--- src/rtl/fifo_rr_scheduler.sv ---
// Round-robin drain of N_PORTS FIFO heads into one registered valid/ready output stage.
// A grant lasts until its FIFO empties or BURST words have been popped, then one IDLE cycle re-arbitrates.
module fifo_rr_scheduler #(
  parameter int N_PORTS = 4,
  parameter int BITS    = 8,
  parameter int BURST   = 4
) (
  input  logic                       clk,
  input  logic                       rst,
  input  logic [N_PORTS-1:0]         pndng_i,
  input  logic [N_PORTS*BITS-1:0]    dout_i,
  output logic [N_PORTS-1:0]         pop_o,
  output logic [BITS-1:0]            out_data,
  output logic                       out_valid,
  input  logic                       out_ready,
  output logic [$clog2(N_PORTS)-1:0] grant_id,
  output logic                       busy
);
  localparam int GW = $clog2(N_PORTS);
  localparam int CW = $clog2(BURST+1);
  localparam logic [CW-1:0] BURST_C  = CW'(BURST);
  localparam logic [CW-1:0] BURST_M1 = CW'(BURST-1);
  localparam logic [GW-1:0] LAST_RST = GW'(N_PORTS-1);

  typedef enum logic {IDLE, XFER} state_t;

  state_t                        state;
  logic [CW-1:0]                 burst_cnt;
  logic [GW-1:0]                 last_grant;
  logic [N_PORTS-1:0][BITS-1:0]  heads;
  logic                          slot_free, pend_g, pop_g, burst_end, exit_xfer, found;
  logic [GW-1:0]                 next_grant, cand;
  logic [BITS-1:0]               head_g;

  assign heads     = dout_i;
  assign head_g    = heads[grant_id];
  assign pend_g    = pndng_i[grant_id];
  assign slot_free = !out_valid | out_ready;
  assign pop_g     = (state == XFER) & pend_g & (burst_cnt < BURST_C) & slot_free;
  // The last allowed pop ends the grant on the same edge it happens.
  assign burst_end = (burst_cnt == BURST_C) | (pop_g & (burst_cnt == BURST_M1));
  assign exit_xfer = slot_free & (!pend_g | burst_end);
  assign busy      = (state == XFER);

  for (genvar k = 0; k < N_PORTS; k++) begin : g_pop
    assign pop_o[k] = pop_g & (grant_id == GW'(k));
  end

  // First pending port after last_grant, wrapping; last_grant itself is tried last.
  always_comb begin
    next_grant = '0;
    found      = 1'b0;
    cand       = '0;
    for (int i = 1; i <= N_PORTS; i++) begin
      cand = GW'((int'(last_grant) + i) % N_PORTS);
      if (!found && pndng_i[cand]) begin
        found      = 1'b1;
        next_grant = cand;
      end
    end
  end

  always_ff @(posedge clk or negedge rst) begin
    if (!rst) begin
      state      <= IDLE;
      out_valid  <= 1'b0;
      out_data   <= '0;
      grant_id   <= '0;
      burst_cnt  <= '0;
      last_grant <= LAST_RST;
    end else begin
      case (state)
        IDLE: begin
          if (out_ready) out_valid <= 1'b0;
          if (found) begin
            grant_id  <= next_grant;
            burst_cnt <= '0;
            state     <= XFER;
          end
        end
        XFER: begin
          if (pop_g) begin
            out_data  <= head_g;
            out_valid <= 1'b1;
            burst_cnt <= burst_cnt + 1'b1;
          end else if (slot_free) begin
            out_valid <= 1'b0;
          end
          if (exit_xfer) begin
            last_grant <= grant_id;
            state      <= IDLE;
          end
        end
        default: state <= IDLE;
      endcase
    end
  end
endmodule

--- config.mk ---
export PLATFORM = sky130hd
export DESIGN_NAME = fifo_rr_scheduler
export DESIGN_NICKNAME = d
export VERILOG_FILES = /design/src/rtl/fifo_rr_scheduler.sv
export SDC_FILE = /design/constraint.sdc
export NUM_CORES = 1
export LEC_CHECK = 0
export CORE_MARGIN = 2
export CORE_UTILIZATION = 30
export CTS_CLUSTER_SIZE = 30
export DETAILED_ROUTE_END_ITERATION = 6
export SETUP_SLACK_MARGIN = 0.5
export SLEW_MARGIN = 15
export SYNTH_ARGS = -nofsm -noshare
export SYNTH_HDL_FRONTEND = slang
export SYNTH_SLANG_ARGS = --single-unit
export TNS_END_PERCENT = 100
--- constraint.sdc ---
create_clock -name clk -period 2.6 [get_ports clk]
set_input_delay 0.52 -clock clk [delete_from_list [all_inputs] [get_ports clk]]
set_output_delay 0.52 -clock clk [all_outputs]
set_load 0.005 [all_outputs]
### Word-level counts from Yosys, hierarchy flattened

Index checks and enable logic that the tools add are counted.

| word-level totals | value |
|---|---|
| bits in registers | 17 |
| output and inout port bits | 16 |
| input port bits | 39 |

| cells by class | value |
|---|---|
| magnitude comparators | 6 |
| $add $sub $neg | 5 |
| equal/unequal tests | 9 |
| multiplexer cells | 30 |
| bitwise gates (word level) | 13 |
| reduce and logical (&&, ||, !) cells | 14 |

Operators with widths:

| kind | count |
|---|---|
| 8-bit binary-select mux with 2-bit select | 1 |
| 2-bit by 3-bit < comparator with 1-bit output (second input constant) | 5 |
| 1-bit two-way mux | 14 |
| 1-bit binary-select mux with 2-bit select | 5 |
| 2-bit AND reduction | 5 |
| 1-bit bitwise AND | 9 |
| 2-bit two-way mux | 4 |
| 8-bit two-way mux | 1 |
| 3-bit two-way mux | 2 |
| 3-bit one-hot mux with 2 select lines | 1 |
| 1-bit logical NOT | 5 |
| 2-bit by 1-bit adder with 2-bit output (second input constant) | 2 |
| 2-bit adder (second input constant) | 2 |
| 2-bit equality test (second input constant) | 2 |
| 2-bit != test (second input constant) | 2 |
| 1-bit one-hot mux with 2 select lines | 2 |
| 3-bit by 1-bit adder with 3-bit output (second input constant) | 1 |
| 3-bit by 2-bit equality test with 1-bit output (second input constant) | 1 |
| 3-bit equality test (second input constant) | 1 |
| 1-bit logical AND | 3 |
| 3-bit < comparator (second input constant) | 1 |
| 3-bit by 1-bit != test with 1-bit output (second input constant) | 1 |
| 1-bit OR | 3 |
| 2-bit by 1-bit equality test with 1-bit output (second input constant) | 1 |
| other kinds (3) | 3 |

### Logic depth before layout (Yosys ltp)

Gate-level depths: netlist (run 1).

| depth | value |
|---|---|
| word-level depth | 15 |
| gate-level depth with buffers | 5 |
| gate-level depth less buffers | 5 |

### Worst setup path before layout (run 1)

OpenSTA, ideal clock, no wires.

| path | value |
|---|---|
| kind | register to register |
| start point | reg grant_id[0] |
| end point | reg out_data[1] |
| path slack | 745 ps |
| buffers on the path | 2 |
| data arrival time | 1728 ps |
| setup time | 128 ps |
| data required time | 2472 ps |
| stages on the path, launching flop included | 5 |
| path through | dfrtp_1 > buf_2 > buf_1 > mux4_2 > mux2_1 |

| on the way | value |
|---|---|
| cells in the longest elaborated chain, start to end | 6 |
| elaborated cells on any way between the ends | 8 |

RTL lines:

| what | line | text |
|---|---|---|
| start, declared | 16 | `output logic [$clog2(N_PORTS)-1:0] grant_id,` |
| start signal, assigned | 76 | `grant_id <= next_grant;` |
| 1-bit binary-select mux with 2-bit select | 37 | `assign pend_g = pndng_i[grant_id];` |
| 1-bit two-way mux (implied by the code) | 37 |  |
| 1-bit bitwise AND (3 in series) | 39 | `assign pop_g = (state == XFER) & pend_g & (burst_cnt < BURST_C) & slot_free;` |
| 2-bit AND reduction (no line) | - |  |
| end signal, assigned | 83 | `out_data <= head_g;` |
| end, declared | 13 | `output logic [BITS-1:0] out_data,` |

Several ways; a longest one is shown, not always the timed one. The select of a mux whose other input is x is not followed.
A chain may end at the register's enable or synchronous reset.

### Worst setup path in the final report (run 1)

| path | value |
|---|---|
| start point | in pndng_i[0] |
| end point | reg burst_cnt[1] |

| on the way | value |
|---|---|
| cells in the longest elaborated chain, start to end | 14 |
| elaborated cells on any way between the ends | 26 |

RTL lines:

| what | line | text |
|---|---|---|
| start, declared | 10 | `input logic [N_PORTS-1:0] pndng_i,` |
| 1-bit binary-select mux with 2-bit select | 56 | `if (!found && pndng_i[cand]) begin` |
| 1-bit two-way mux (implied by the code) | 56 |  |
| 1-bit two-way mux | 56 |  |
| 1-bit logical NOT | 56 |  |
| 1-bit logical AND | 56 |  |
| 1-bit two-way mux | 56 |  |
| 1-bit logical NOT | 56 |  |
| 1-bit logical AND | 56 |  |
| 1-bit two-way mux | 56 |  |
| 1-bit logical NOT | 56 |  |
| 1-bit logical AND | 56 |  |
| 1-bit two-way mux | 56 |  |
| 2-bit != test (no line) | - |  |
| 2-bit AND reduction (no line) * | - |  |
| end signal, assigned | 85 | `burst_cnt <= burst_cnt + 1'b1;` |
| end, declared | 28 | `logic [CW-1:0] burst_cnt;` |

Mark *: on every way between the ends. The rest lies on a longest branch, timed or not. The select of a mux whose other input is x is not followed.

==> results.py, run 1 <==
metrics = {
    "outcome": {
        "status": "complete, no violations",
    },
    "critical_path": {
        "crit_arrival_ns": 2.22,
        "r2r_start": "grant_id[1]",
        "worstPathRequired_ns": 2.79,
        "crit_start": "pndng_i[0]",
        "crit_type": "in -> reg",
        "cp-start-kind": "primary input",
        "worstPathMaxFanout": 12,
        "end_kind": "flip-flop",
    },
    "finish": {
        "instances_no_fill": 190,
        "drive_gt1_frac": 0.2222,
        "ff_latch_area_sq_um": 430.4,
        "fillerInstances": 312,
        "fin_nets": 187,
        "area_growth_syn_to_layout_pct": 61.61,
        "design_area_sq_mm": 0.001759,
        "insertedDiodeCount": 0,
        "multiInputGateArea_sq_um": 649.4,
    },
    "power_and_ir_drop": {
        "leakage_nw": 0.7347,
        "p_clk_frac": 0.088,
        "powerDensity_mw_per_mm2": 958.3,
        "p_int_mw": 1.086,
        "power.switching_mw": 0.5995,
        "combPwrFrac": 0.590,
        "sw_frac_of_total": 0.3556,
        "p_seq_frac": 0.323,
        "p_total_mw": 1.686,
        "ir_worst_vdd_v": 0.0005334,
    },
    "cts": {
        "cts_tree": "yes",
        "clk_latency_ns": 0.30,
        "cts_max_level": 1,
        "cts_hold_buf": 0,
        "clk_pin_slew_ns": 0.11,
        "cts_setup_buffers": 0,
        "cts_sinks": 17,
        "clk_path_buf_depth": 2,
        "root_buffer": "clkbuf_4",
        "cts_made_buffers": 3,
    },
    "place": {
        "place_congestion": 0.8115,
        "dp_cells": 186,
        "dpl.hpwl_mm": 2.113,
        "place_area_sq_mm": 0.001698,
        "io_buffers": 54,
    },
    "synth": {
        "synth_top_cell_by_area": "dfrtp_1",
        "synthTopCellsByArea": "dfrtp_1, mux4_2, mux2_1",
        "syn_inst": 87,
        "syn_area_per_cell_sq_um": 12.51,
        "yosysSeqAreaShare": 0.3931,
        "syn-num-nets": 129,
        "synth_ff_type": "dfrtp_1",
        "synth_top_cell_area_share": 0.3448,
        "ys_async_sr_fraction": 1.000,
        "syn_area_sq_mm": 0.001089,
        "ys_warn_count": 0,
        "synth_cell_types": 30,
        "synth-edff-count": 0,
        "ys_seq_elements": 17,
    },
    "timing": {
        "slew_violations": 0,
        "worst_pin_slew_ns": 0.8378,
        "setup_viol": 0,
        "skew_ns": 0.003456,
        "fmax_mhz": 492.8,
        "setup_tns_ns": 0,
        "slew_headroom": 0.4397,
        "finalCritPeriodShare": 0.7805,
        "fin_crit_ns": 2.029,
        "grt_setup_unrepaired": "yes",
        "finalHoldViolCount": 0,
    },
    "die": {
        "io-pin-count": 55,
        "dieArea_sq_mm": 0.004126,
        "die_x_microns": 64.24,
        "rows": 21,
        "start_util": 0.3187,
        "die_h_microns": 64.24,
        "core_sq_mm": 0.003416,
    },
    "drt": {
        "final_antenna_net_count": 0,
        "routed_wl_mm": 2.816,
        "drc_errors": 0,
        "via_per_inst": 4.963,
        "initialDrtViolationCount": 22,
        "drtPass1Iterations": 4,
        "vias": 943,
        "wl_per_cell_microns": 14.82,
    },
    "worst_hold_path": {
        "hold_class": "reg -> reg",
        "hold_path_startpoint": "out_data[2]",
    },
    "global_routing": {
        "antenna_found_initial": 0,
        "grt.total_usage": 0.1431,
        "grt_first_pass_wirelength_mm": 4.623,
        "grt_pass1_vias": 989,
        "grt_remaining_overflow": 0,
        "grt_max_degree": 18,
    },
    "run": {
        "max-cap-violations": 0,
    },
}
[power by group through the flow]
stage | logic [mW] | clock network [mW] | registers (mW)
2_1_floorplan | 0.580 | 0 | 0.510
3_3_place_gp | 0.974 | 0 | 0.527
3_5_place_dp | 0.989 | 0 | 0.533
4_1_cts | 0.997 | 0.155 | 0.537
5_1_grt | 1.09 | 0.171 | 0.567
6_report | 0.994 | 0.148 | 0.544
[routing by layer]
layer | track usage | part of all wire | vias up
met5 | 0 | 0 | -
met4 | 0.03457 | 0.016 | 0
met3 | 0.04225 | 0.087 | 5
met2 | 0.2500 | 0.50 | 38
met1 | 0.1722 | 0.40 | 455
li1 | - | - | 445
[critical path, cell delays in order]
cell and delay (ns):
clkdlybuf4s50_1 0.51, mux4_2 0.54, nand3_1 0.16, buf_12 0.16
mux2_1 0.32
[cell usage after synthesis, drive strengths merged, types with 3 or more instances]
library cell and n:
mux2 11, nand2 6, mux4 9, buf 4, a21oi 4, inv 5, ha 3, mux2i 3
nor2 3, dfrtp 15
[placed cells by master (no fill, tap or decap), types with 2 or more instances in the layout]
cell type / count
dfrtp_2: 2
ha_1: 3
dfrtp_1: 13
dlymetal6s2s_1: 2
buf_2: 3
nor2_1: 3
inv_1: 5
mux2i_1: 3
a21oi_1: 4
dfstp_2: 2
mux2_1: 11
clkdlybuf4s50_1: 47
mux4_2: 9
o21ai_0: 2
nand2_1: 5
clkbuf_4: 3
buf_4: 2
[cell families (layout without fill, tap and decap cells)]
family | Yosys count | after routing | share of synthesized area
fa+ha+maj | 3 | 3 | 0.03449
compound gates | 11 | 11 | 0.08392
simple gates | 23 | 23 | 0.1149
mux | 23 | 23 | 0.3276
buf+inv | 10 | 67 | 0.04597
flops | 17 | 17 | 0.3931
[timing repair]
item	4_1_cts	5_1_grt
setup endpoints to repair	4	11
pin swaps	4	2
cloned	0	0
resized for setup	20	8
[registers in the layout, indices dropped and copies added (netlist names)]
signal      flops
burst_cnt       3
busy            1
grant_id        2
last_grant      2
out_data        8
out_valid       1
[per-stage QoR]
stage	setup WS, ns	util	hold slack [ns]
3_5_place_dp	-0.04540	0.4971	0.4799
5_1_grt	0.4824	0.5150	0.5253
2_1_floorplan	0.7446	-	0.2244
3_3_place_gp	-0.02925	0.4971	0.4751
4_1_cts	0.4482	0.5088	0.5065
6_report	0.5707	0.5150	0.4991
[area by class of cell]
class,count,share of cell area
timing repair buffer,58,0.3272
tap,46,0.03272
inverter,5,0.01067
clock inverter,1,0.002845
clock buffer,3,0.01280
sequential,17,0.2447
multi-input combinational,60,0.3691
[path summary, 6_finish.rpt]
check                                to  slack, ns  cells after the start
hold reg to reg             out_data[2]       0.50                      1
setup reg to reg           burst_cnt[1]       0.83                      4
hold / removal              out_data[2]       0.50                      1
min in group asynchronous   out_data[6]       0.69                      1
max in group asynchronous   grant_id[0]       1.34                      1
setup / recovery           burst_cnt[1]       0.57                      5
Note: power is estimated with default switching activity, not from simulation.
==> inputs of run 2 (changes only) <==
- PLACE_DENSITY: unset -> 0.65
- clock period: 2.6 -> 1.7 ns (I/O delays scaled with it)
==> results.py, run 2 (synthesis gave the netlist of run 1 again) <==
metrics = {
    "outcome": {
        "status": "finished with violations",
        "violations": "setup timing",
    },
    "die": {
        "core_sq_mm": 0.003416,
        "die_x_microns": 64.24,
        "rows": 21,
        "io-pin-count": 55,
        "start_util": 0.3187,
        "die_h_microns": 64.24,
        "dieArea_sq_mm": 0.004126,
    },
    "critical_path": {
        "crit_arrival_ns": 1.99,
        "worstPathMaxFanout": 3,
        "reg2reg_slack_ns": -0.06,
        "crit_type": "reg -> reg",
        "r2r_start": "grant_id[1]",
        "crit_family": "multiplexers",
        "cp_num_buf_inv": 1,
        "cpPeakStageDelay_ns": 0.55,
        "cp-start-kind": "flip-flop",
        "worstPathRequired_ns": 1.93,
        "end_kind": "flip-flop",
        "crit_chain": "buf_4 -> mux4_2 -> a221oi_4 -> mux2_4",
        "rr_worst_depth": 4,
        "slowest_stage": "mux4_2",
        "r2r-end": "last_grant[1]",
    },
    "timing": {
        "grt_setup_unrepaired": "yes",
        "hold_ws_ns": 0.3534,
        "slew_headroom": 0.7879,
        "setup_tns_ns": -0.1835,
        "worst_pin_slew_ns": 0.3155,
        "fin_crit_ns": 1.758,
        "fmax_mhz": 568.8,
        "final.setup.worst_slack_ns": -0.05806,
        "skew_ns": 0.002527,
        "finalCritPeriodShare": 1.034,
        "finalHoldViolCount": 0,
        "slew_violations": 0,
        "setup_viol": 7,
    },
    "power_and_ir_drop": {
        "leakage_nw": 0.8870,
        "powerDensity_mw_per_mm2": 1538,
        "ir_worst_vdd_v": 0.0008128,
        "p_total_mw": 3.084,
    },
    "worst_hold_path": {
        "hold_class": "in -> async",
    },
    "finish": {
        "drive_gt1_frac": 0.4706,
        "design_area_sq_mm": 0.002006,
        "fin_nets": 213,
        "regMostFlops": "out_data",
        "fillerInstances": 305,
        "final_common_cell": "clkdlybuf4s50_1",
        "multiInputGateArea_sq_um": 693.2,
        "instances_no_fill": 216,
        "insertedDiodeCount": 0,
        "final_core_util": 0.5872,
        "ff_latch_area_sq_um": 429.2,
        "largest_reg_flops": 8,
        "area_growth_syn_to_layout_pct": 84.25,
        "final_cell_mix": "clkdlybuf4s50_1, buf_4, dfrtp_1, buf_6, buf_2",
        "reg.largest.list": "out_data x8, burst_cnt x3",
    },
    "global_routing": {
        "grt_remaining_overflow": 0,
        "grt_pass1_vias": 1126,
        "grt_first_pass_wirelength_mm": 5.230,
        "grt.total_usage": 0.1626,
        "grt_max_degree": 18,
        "antenna_found_initial": 0,
    },
    "cts": {
        "cts_sinks": 17,
        "root_buffer": "clkbuf_4",
        "clk_latency_ns": 0.30,
        "cts_made_buffers": 3,
        "cts_max_level": 1,
        "clk_path_buf_depth": 2,
        "cts_hold_buf": 0,
        "cts_tree": "yes",
        "clk_pin_slew_ns": 0.10,
    },
    "place": {
        "place_congestion": 0.8170,
        "place_area_sq_mm": 0.001819,
        "dpl.hpwl_mm": 2.382,
        "io_buffers": 54,
        "pre_cts_ws_ns": -0.5861,
        "dp_cells": 200,
    },
    "run": {
        "max-cap-violations": 0,
    },
    "drt": {
        "vias": 1048,
        "final_antenna_net_count": 0,
        "routed_wl_mm": 3.121,
        "initialDrtViolationCount": 31,
        "drtPass1Iterations": 4,
        "drc_errors": 0,
        "wl_per_cell_microns": 14.45,
        "via_per_inst": 4.852,
    },
}
[run 2: cell type report]
type / count / share of cell area
timing repair buffer: 84 / 0.3874
multi-input combinational: 60 / 0.3456
sequential: 17 / 0.2140
tap: 46 / 0.02870
clock buffer: 4 / 0.01310
inverter: 5 / 0.01123
[run 2: how the worst max path moves through the flow]
stage	slack, ns	from	endpoint	cells past startpoint
final	-0.06	grant_id[1]	last_grant[1]	4
after global routing	-0.09	grant_id[1]	burst_cnt[1]	5
after CTS	-0.04	grant_id[1]	last_grant[0]	4
after detailed placement	-0.59	out_ready	pop_o[0]	5
after global placement	-0.58	out_ready	pop_o[0]	5
after floorplan	-0.01	grant_id[1]	last_grant[1]	4
[run 2: power by group]
| part | total, mW | internal, mW | switching [mW] |
|---|---|---|---|
| logic | 2.08 | 1.29 | 0.786 |
| clock network | 0.223 | 0.0916 | 0.132 |
| registers | 0.784 | 0.631 | 0.153 |
| total | 3.08 | 2.01 | 1.07 |
[run 2: what timing repair did]
item | in CTS | in global routing
pin swaps | 7 | 3
resized for setup | 100 | 3
setup buffers | 9 | 3
setup endpoints to repair | 33 | 28
gates cloned | 0 | 0
[run 2: metal layers]
metal	vias up	part of all wire	GRT usage
li1	496	-	-
met1	513	0.36	0.1693
met2	34	0.57	0.3242
met3	5	0.061	0.03873
met4	0	0.015	0.03457
met5	-	0	0
